### src/rtl/uart_out_port.sv
// uart_out_port: buffers 16-bit output-port writes from the core in a FIFO and
// sends each word on a UART TX line as two 8N1 frames, low byte first.
module uart_out_port #(
   parameter int DEPTH        = 16,
   parameter int CLKS_PER_BIT = 174
) (
   input  logic                     clk,
   input  logic                     reset,
   input  logic                     out_en,
   input  logic [15:0]              out_dat,
   output logic                     tx,
   output logic                     busy,
   output logic                     empty,
   output logic                     full,
   output logic [$clog2(DEPTH):0]   level,
   output logic                     overflow
);

   localparam int AW = $clog2(DEPTH);
   localparam int CW = $clog2(CLKS_PER_BIT);
   localparam logic [CW-1:0] BAUD_LAST = CW'(CLKS_PER_BIT - 1);
   localparam logic [AW:0]   COUNT_FULL = (AW + 1)'(DEPTH);

   typedef enum logic [1:0] {
      IDLE  = 2'd0,
      START = 2'd1,
      DATA  = 2'd2,
      STOP  = 2'd3
   } state_t;

   // FIFO storage and bookkeeping
   logic [15:0]   mem [DEPTH];
   logic [AW-1:0] wr_ptr;
   logic [AW-1:0] rd_ptr;
   logic [AW:0]   count;

   // Transmitter state
   state_t        state;
   logic [CW-1:0] baud_cnt;
   logic [2:0]    bit_idx;
   logic          byte_sel;
   logic [15:0]   hold;

   // Per-cycle decisions
   logic          bit_done;
   logic          word_done;
   logic          pop;
   logic          push;
   logic          drop;
   logic [7:0]    cur_byte;
   logic [2:0]    next_idx;

   assign level = count;
   assign empty = (count == '0);
   assign full  = (count == COUNT_FULL);

   // Decide pop/push/drop for this edge and pick the byte currently on the line.
   // NOTE: every signal gets a default first so no path through always_comb infers a latch.
   always_comb begin
      bit_done  = 1'b0;
      word_done = 1'b0;
      pop       = 1'b0;
      push      = 1'b0;
      drop      = 1'b0;
      cur_byte  = hold[7:0];
      next_idx  = bit_idx + 3'd1;

      bit_done  = (baud_cnt == BAUD_LAST);
      word_done = (state == STOP) && bit_done && byte_sel;
      // A pop happens from IDLE, or straight out of the final stop bit so words go back to back.
      pop       = !empty && ((state == IDLE) || word_done);
      // A full FIFO still accepts a word when a pop frees a slot on the same edge.
      push      = out_en && (!full || pop);
      drop      = out_en && full && !pop;
      if (byte_sel) begin
         cur_byte = hold[15:8];
      end
   end

   // FIFO storage write; contents need no reset because pointers and count define validity.
   // NOTE: the memory array is deliberately left out of reset so it can map onto RAM.
   always_ff @(posedge clk) begin
      if (push) begin
         mem[wr_ptr] <= out_dat;
      end
   end

   // FIFO pointers, occupancy count and sticky overflow flag.
   // NOTE: clocked blocks use <= so every register sees the pre-edge values of the others.
   always_ff @(posedge clk) begin
      if (reset) begin
         wr_ptr   <= '0;
         rd_ptr   <= '0;
         count    <= '0;
         overflow <= 1'b0;
      end else begin
         if (push) begin
            wr_ptr <= wr_ptr + 1'b1;
         end
         if (pop) begin
            rd_ptr <= rd_ptr + 1'b1;
         end
         case ({push, pop})
            2'b10:   count <= count + 1'b1;
            2'b01:   count <= count - 1'b1;
            default: count <= count;
         endcase
         if (drop) begin
            overflow <= 1'b1;
         end
      end
   end

   // UART framing FSM: START, 8 data bits LSB first, STOP, twice per word; tx and busy registered.
   always_ff @(posedge clk) begin
      if (reset) begin
         state    <= IDLE;
         tx       <= 1'b1;
         busy     <= 1'b0;
         baud_cnt <= '0;
         bit_idx  <= '0;
         byte_sel <= 1'b0;
         hold     <= '0;
      end else begin
         case (state)
            IDLE: begin
               tx       <= 1'b1;
               baud_cnt <= '0;
               if (pop) begin
                  hold     <= mem[rd_ptr];
                  byte_sel <= 1'b0;
                  state    <= START;
                  tx       <= 1'b0;
                  busy     <= 1'b1;
               end
            end

            START: begin
               if (bit_done) begin
                  baud_cnt <= '0;
                  bit_idx  <= '0;
                  state    <= DATA;
                  tx       <= cur_byte[0];
               end else begin
                  baud_cnt <= baud_cnt + 1'b1;
               end
            end

            DATA: begin
               if (bit_done) begin
                  baud_cnt <= '0;
                  if (bit_idx == 3'd7) begin
                     state <= STOP;
                     tx    <= 1'b1;
                  end else begin
                     bit_idx <= next_idx;
                     tx      <= cur_byte[next_idx];
                  end
               end else begin
                  baud_cnt <= baud_cnt + 1'b1;
               end
            end

            STOP: begin
               if (bit_done) begin
                  baud_cnt <= '0;
                  if (!byte_sel) begin
                     // Low byte done: send the high byte of the same word.
                     byte_sel <= 1'b1;
                     state    <= START;
                     tx       <= 1'b0;
                  end else if (pop) begin
                     // Word done and more queued: next start bit with no idle gap.
                     hold     <= mem[rd_ptr];
                     byte_sel <= 1'b0;
                     state    <= START;
                     tx       <= 1'b0;
                  end else begin
                     state <= IDLE;
                     busy  <= 1'b0;
                     tx    <= 1'b1;
                  end
               end else begin
                  baud_cnt <= baud_cnt + 1'b1;
               end
            end

            default: begin
               state <= IDLE;
               tx    <= 1'b1;
               busy  <= 1'b0;
            end
         endcase
      end
   end

endmodule

### config.mk
export PLATFORM = sky130hd
export DESIGN_NAME = uart_out_port
export DESIGN_NICKNAME = d
export VERILOG_FILES = /design/src/rtl/uart_out_port.sv
export SDC_FILE = /design/constraint.sdc
export NUM_CORES = 1
export LEC_CHECK = 0
export ABC_AREA = 1
export CAP_MARGIN = 10
export CORE_ASPECT_RATIO = 1.2
export CORE_MARGIN = 4
export CORE_UTILIZATION = 55
export CTS_BUF_LIST = sky130_fd_sc_hd__clkbuf_2
export DETAILED_ROUTE_END_ITERATION = 10
export MAX_ROUTING_LAYER = met4
export PLACE_DENSITY = 0.71
export SYNTH_ARGS = -nofsm -noshare
export SYNTH_HDL_FRONTEND = slang
export SYNTH_SLANG_ARGS = --single-unit
### constraint.sdc
create_clock -name clk -period 4.8 [get_ports clk]
set_input_delay 0.72 -clock clk [delete_from_list [all_inputs] [get_ports clk]]
set_output_delay 0.72 -clock clk [all_outputs]
set_load 0.01 [all_outputs]
==> results.py, run 1 <==
metrics = {
    "global_route": {
        "gr-usage-all-layers_pct": 23.81,
        "grt_pass1_vias": 8392,
        "grt_max_degree": 83,
        "overflow": 0,
        "grt_pass1_wl_mm": 45.86,
        "antenna_found_initial": 1,
    },
    "yosys": {
        "synth_cell_types": 38,
        "synth_edf_count": 256,
        "synth.avg_cell_area_sq_um": 11.34,
        "ys_seq_area_share_pct": 68.19,
        "netlist_instances": 1124,
        "syn_area_sq_um": 12740,
        "ys_ff_latch": 306,
        "yosysWarnings": 0,
        "async_flop_share_pct": 0,
        "synth-main-ff-cell": "edfxtp_1",
        "syn_nets": 1161,
    },
    "cts": {
        "cts_setup_buffers": 0,
        "h-tree-depth": 3,
        "cts.sinks": 306,
        "cts_tree": "yes",
        "root_buffer": "clkbuf_2",
        "clk_latency_ns": 0.88,
        "cts_buffer_depth": 3,
        "hold_buffers": 0,
        "cts_buffers": 75,
        "clkTransAtPathRegs_ns": 0.10,
        "cts_resized": 0,
    },
    "sta": {
        "period_minus_slack_ns": 3.073,
        "finalSetupViolations": 0,
        "relSlewSlack_pct": 33.60,
        "hold_viol": 0,
        "tns_ns": 0,
        "fin_crit_sh_pct": 64.02,
        "hold_slack_ns": 0.4527,
        "finalClockSkew_ns": 0.08352,
        "fmax_ghz": 0.3254,
        "tightest_slew_ns": 0.9950,
        "rsz0062_at_grt": "false",
        "slew_violations": 0,
    },
    "floorplanning": {
        "die_y_um": 174.7,
        "rows": 60,
        "core_sq_um": 22600,
        "die_w_um": 146.9,
        "initial_core_util_pct": 56.38,
        "dieArea_sq_um": 25670,
        "io_pins": 29,
    },
    "routing": {
        "wl_met3_mm": 2.315,
        "met1_length_mm": 12.22,
        "wl_per_cell_um": 19.23,
        "ant_nets": 0,
        "drt_iter0_drc": 895,
        "wl_mm": 29.69,
        "via_count": 8671,
        "vias_per_cell": 5.616,
        "wl_met2_mm": 13.88,
        "dr.pass1.iters": 5,
        "top_layer_used": "met4",
        "drc": 0,
    },
    "power_and_ir_drop": {
        "powerDensity_nw_per_um2": 500.9,
        "p_leak_nw": 4.959,
        "totalPowerFinal_mw": 6.970,
        "ir_worst_vdd_mv": 0.2450,
    },
    "worst_setup_path": {
        "cp-start-kind": "flip-flop",
        "reg2reg_slack_ns": 1.73,
        "arrival_ns": 3.78,
        "worstPathRequired_ns": 5.51,
        "path_class": "flip-flop to flip-flop",
        "r2r_cells": 8,
        "end_kind": "flip-flop",
        "rr_endpoint": "hold[10]$_SDFFE_PP0P_",
        "crit_fanout": 71,
    },
    "worst_hold_path": {
        "hp-class": "flip-flop to flip-flop",
        "hold_start": "busy$_SDFFE_PP0P_",
        "whs_path_depth": 2,
        "min_to": "busy$_SDFFE_PP0P_",
    },
    "run": {
        "maxCapViolCount": 0,
    },
    "final_layout": {
        "fin_util_pct": 61.58,
        "design_area_sq_um": 13910,
        "area_delta_synth_final_pct": 9.211,
        "fill_cells": 1821,
        "drive_above_1_share_pct": 13.87,
        "nNetsFinal": 1214,
    },
    "placement": {
        "gp_congestion": 0.8486,
        "dp_hpwl_mm": 17.74,
        "post_dp_cell_area_sq_um": 13240,
        "port_buffers": 28,
    },
    "outcome": {
        "status": "complete, no violations",
    },
}
[stage by stage]
stage	cells	setup slack [ns]
2_1_floorplan	1124	2.422
3_3_place_gp	1410	1.843
3_5_place_dp	1410	1.775
4_1_cts	1543	1.762
5_1_grt	1544	1.588
6_report	1544	1.727
[state kept, by name, summed over array words and instances, names as in the netlist, 2 cells and up, named ones only]
register / cells
hold: 16
bit_idx: 3
rd_ptr: 4
state: 2
baud_cnt: 8
mem: 256
wr_ptr: 4
level: 5
[cell usage after synthesis (all sizes together), types with 2 or more instances]
cell type,count,area [sq um]
a211oi,2,15.01
nand2,89,399.1
ha,17,212.7
nor2,237,902.1
edfxtp,256,7687
nor3,4,25.02
dfxtp,50,1001
inv,73,279.0
nor3b,4,35.03
nand4,2,12.51
clkbuf,26,97.59
nor4,2,12.51
buf,33,187.7
xor2,4,35.03
a21oi,38,209.0
o211ai,66,495.5
nand3b,3,22.52
nand3,34,175.2
o21ai,179,895.9
clkinv,2,7.510
[how the worst max path moves through the flow]
stage          depth (start not counted)              startpoint  slack (ns)               endpoint
2_1_floorplan                         13  baud_cnt[0]$_SDFF_PP0_        2.42   mem[11][0]$_DFFE_PP_
3_3_place_gp                           8               flip-flop        1.84  hold[10]$_SDFFE_PP0P_
3_5_place_dp                           8               flip-flop        1.77  hold[10]$_SDFFE_PP0P_
4_1_cts                                8               flip-flop        1.76  hold[10]$_SDFFE_PP0P_
5_1_grt                                8               flip-flop        1.59  hold[10]$_SDFFE_PP0P_
6_report                               8               flip-flop        1.73  hold[10]$_SDFFE_PP0P_
[layout by cell type (no fill, tap or decap), types with 7 or more instances in the layout]
cell	n
nand2_2	8
a21oi_1	35
dfxtp_1	47
o211ai_1	66
inv_1	67
clkinv_1	20
edfxtp_1	256
o21ai_1	25
nor2_1	218
nand3_1	33
nand2_1	75
ha_1	17
inv_2	7
o21ai_0	154
clkbuf_2	107
nor2_2	18
clkdlybuf4s50_1	28
[worst max-delay path, stage by stage (launching register included)]
cell and delay, ns:
dfxtp_4 0.83, clkinv_2 0.65, buf_4 0.44, nor2_1 0.11, o21ai_0 0.12, o211ai_1 0.39
nand2_1 0.17, o21ai_1 0.14, inv_1 0.05
[cells by family (layout without fill, tap and decap cells)]
kind of cell	after synthesis	count (layout)	synth area share [%]
XOR/XNOR	4	4	0.2749
AO/OA/AOI/OAI	286	286	12.74
other	0	1	0
adder cells (fa/ha/maj)	18	18	1.827
buffers and inverters	134	243	4.488
AND/OR/NAND/NOR	376	376	12.48
flip-flops	306	306	68.19
[area by class of cell]
class | instances | area [sq um] | share of cell area [%]
Multi-Input combinational cell | 684 | 3521 | 25.30
Inverter | 75 | 287.8 | 2.068
Clock buffer | 107 | 535.5 | 3.849
Tap cell | 310 | 387.9 | 2.788
Timing Repair Buffer | 35 | 345.3 | 2.482
Antenna cell | 1 | 2.502 | 0.01798
Sequential cell | 306 | 8697 | 62.50
Clock inverter | 26 | 137.6 | 0.9891
[per-layer routing]
metal	GRT usage, %	vias to the layer above
li1	-	4107
met1	31.07	4112
met2	36.58	378
met3	4.021	74
met4	11.69	0
met5	-	-
[power by group]
part	switching, mW	total (mW)	internal [mW]	leakage (nW)
Combinational	1.38	2.02	0.648	1.73
Clock	1.02	1.68	0.657	0.508
Sequential	0.222	3.27	3.05	2.72
Total	2.62	6.97	4.35	4.96
(Power assumes the default switching activity.)
==> inputs of run 2 (changes only) <==
==> constraint.sdc (replaced) <==
create_clock -name clk -period 3.2 [get_ports clk]
set_input_delay 0.48 -clock clk [delete_from_list [all_inputs] [get_ports clk]]
set_output_delay 0.48 -clock clk [all_outputs]
set_load 0.01 [all_outputs]
==> run 2 against run 1 <==
Compared with the run above:
- combinational power rose by 65%
- clock power rose by 42%
- cell count rose by 0.45%
- routed wire length fell by 0.61%
- utilization rose by 0.53 points
- sequential share of layout area fell by 0.53 points
- flip-flop and latch count did not move
- hold slack improved by 0.0036 ns
- non-clock buffer count rose by 20
==> results.py, run 2 (same netlist as run 1, synthesis figures left out) <==
metrics = {
    "worst_setup_path": {
        "end_kind": "output pin",
        "critPathSlowestCell": "clkdlybuf4s50_1",
        "cp-start-kind": "flip-flop",
        "critPathTopFamily": "buffers and inverters",
        "rr_endpoint": "mem[11][7]$_DFFE_PP_",
        "path_class": "flip-flop to output pin",
        "r2r_cells": 13,
        "cp_cell_sequence": "inv_1 > nand3_1 > nor2_4 > clkdlybuf4s50_1",
        "crit_fanout": 4,
        "timing.rr.start": "baud_cnt[0]$_SDFF_PP0_",
        "arrival_ns": 2.18,
        "critical_path_buf_inv_count": 2,
        "worstPathRequired_ns": 2.72,
        "cp_slowest_stage_delay_ns": 0.56,
        "reg2reg_slack_ns": 0.57,
    },
    "sta": {
        "slew_violations": 0,
        "finalClockSkew_ns": 0.06099,
        "rsz0062_at_grt": "false",
        "hold_viol": 0,
        "hold_slack_ns": 0.4563,
        "period_minus_slack_ns": 2.664,
        "tightest_slew_ns": 0.8914,
        "finalSetupViolations": 0,
        "fmax_ghz": 0.3754,
        "fin_ws_ns": 0.5362,
        "fin_crit_sh_pct": 83.24,
        "relSlewSlack_pct": 40.39,
        "tns_ns": 0,
    },
    "cts": {
        "h-tree-depth": 3,
        "cts_tree": "yes",
        "hold_buffers": 0,
        "clkTransAtPathRegs_ns": 0.10,
        "root_buffer": "clkbuf_2",
        "cts.sinks": 306,
        "cts_resized": 0,
        "cts_setup_buffers": 0,
        "clk_latency_ns": 0.83,
        "cts_buffer_depth": 3,
        "cts_buffers": 73,
    },
    "final_layout": {
        "area_delta_synth_final_pct": 10.15,
        "fin_util_pct": 62.11,
        "final_cell_mix": "edfxtp_1, nor2_1, o21ai_0",
        "largestRegisters": "mem (256), hold (16), baud_cnt (8)",
        "fill_cells": 1860,
        "final_common_cell": "edfxtp_1",
        "stdcell_count": 1551,
        "nNetsFinal": 1232,
        "regMostFlops": "mem",
        "drive_above_1_share_pct": 14.68,
        "largest_reg_flops": 256,
    },
    "placement": {
        "gp_congestion": 0.8605,
        "port_buffers": 28,
        "dp_slack_ns": 0.5709,
        "dp_cells": 1430,
        "dp_hpwl_mm": 17.92,
    },
    "floorplanning": {
        "die_w_um": 146.9,
        "core_sq_um": 22600,
        "io_pins": 29,
        "dieArea_sq_um": 25670,
        "initial_core_util_pct": 56.38,
        "die_y_um": 174.7,
        "rows": 60,
    },
    "power_and_ir_drop": {
        "ir_worst_vdd_mv": 0.4290,
        "p_leak_nw": 5.034,
        "powerDensity_nw_per_um2": 745.1,
    },
    "worst_hold_path": {
        "hp-class": "flip-flop to flip-flop",
        "min_to": "busy$_SDFFE_PP0P_",
        "hold_start": "busy$_SDFFE_PP0P_",
        "whs_path_depth": 2,
    },
    "global_route": {
        "gr-usage-all-layers_pct": 23.81,
        "grt_pass1_vias": 8279,
        "overflow": 0,
        "antenna_found_initial": 1,
        "grt_max_degree": 129,
        "grt_pass1_wl_mm": 46.01,
    },
    "routing": {
        "via_count": 8627,
        "vias_per_cell": 5.562,
        "wl_per_cell_um": 19.03,
        "wl_mm": 29.51,
        "drc": 0,
        "drt_iter0_drc": 904,
        "ant_nets": 0,
        "dr.pass1.iters": 5,
    },
    "run": {
        "maxCapViolCount": 0,
    },
    "outcome": {
        "status": "complete, no violations",
    },
}
==> run 2: changes by cell type in the layout (fill, tap and decap cells not counted) <==
cell	change
inv_2	+1
clkbuf_2	-8
clkinvlp_4	-1
clkinv_4	-1
buf_4	+17
buf_12	+3
clkinv_1	-4
==> run 2: worst reg2reg max path: stages (launching register included) <==
cell     delay, ns
dfxtp_1       0.39
ha_1          0.17
nand2_1       0.05
nor2_1        0.14
nand2_2       0.11
inv_2         0.09
nand2_4       0.07
nand2_2       0.08
nand2_4       0.09
nand2_4       0.08
nand2_4       0.09
inv_6         0.10
nand2_2       0.11
nor2_2        0.67
==> run 2: area by class of cell <==
class,count,area (sq um),share of cell area [%]
Clock buffer,99,495.5,3.530
Tap cell,310,387.9,2.764
Antenna cell,1,2.502,0.01783
Sequential cell,306,8697,61.97
Timing Repair Buffer,55,533.0,3.798
Clock inverter,21,110.1,0.7845
Inverter,75,287.8,2.050
Multi-Input combinational cell,684,3521,25.09
==> run 2: how the worst max path moves through the flow <==
stage                                start                     to  slack (ns)  depth (start not counted)
floorplan           baud_cnt[0]$_SDFF_PP0_   mem[11][0]$_DFFE_PP_        0.82                         13
global placement                    out_en  level[4]$_SDFFE_PP0P_        0.61                         13
detailed placement  baud_cnt[0]$_SDFF_PP0_    mem[0][7]$_DFFE_PP_        0.57                         13
CTS                  level[0]$_SDFFE_PP0P_                  empty        0.46                          4
global route        baud_cnt[0]$_SDFF_PP0_  level[4]$_SDFFE_PP0P_        0.35                         18
finish               level[0]$_SDFFE_PP0P_                  empty        0.54                          4
==> run 2: metrics by stage <==
step	cell area [sq um]	power (mW)
after floorplan	12740	7.072
after global placement	13430	8.093
after detailed placement	13430	8.151
after CTS	14030	10.52
after global routing	14030	11.16
final	14030	10.46
==> run 2: where the power goes <==
part / total [mW] / switching (mW) / internal [mW]
clock network: 2.38 / 1.47 / 0.910
registers: 4.74 / 0.174 / 4.57
logic: 3.33 / 2.27 / 1.06
==> run 2: metal layers <==
layer / part of all wire (%) / vias to the layer above / global-route usage [%]
met2: 48 / 307 / 36.31
met5: 0 / - / -
met1: 42 / 4131 / 31.98
met3: 7.8 / 47 / 5.396
li1: - / 4142 / -
met4: 2.2 / 0 / 8.120
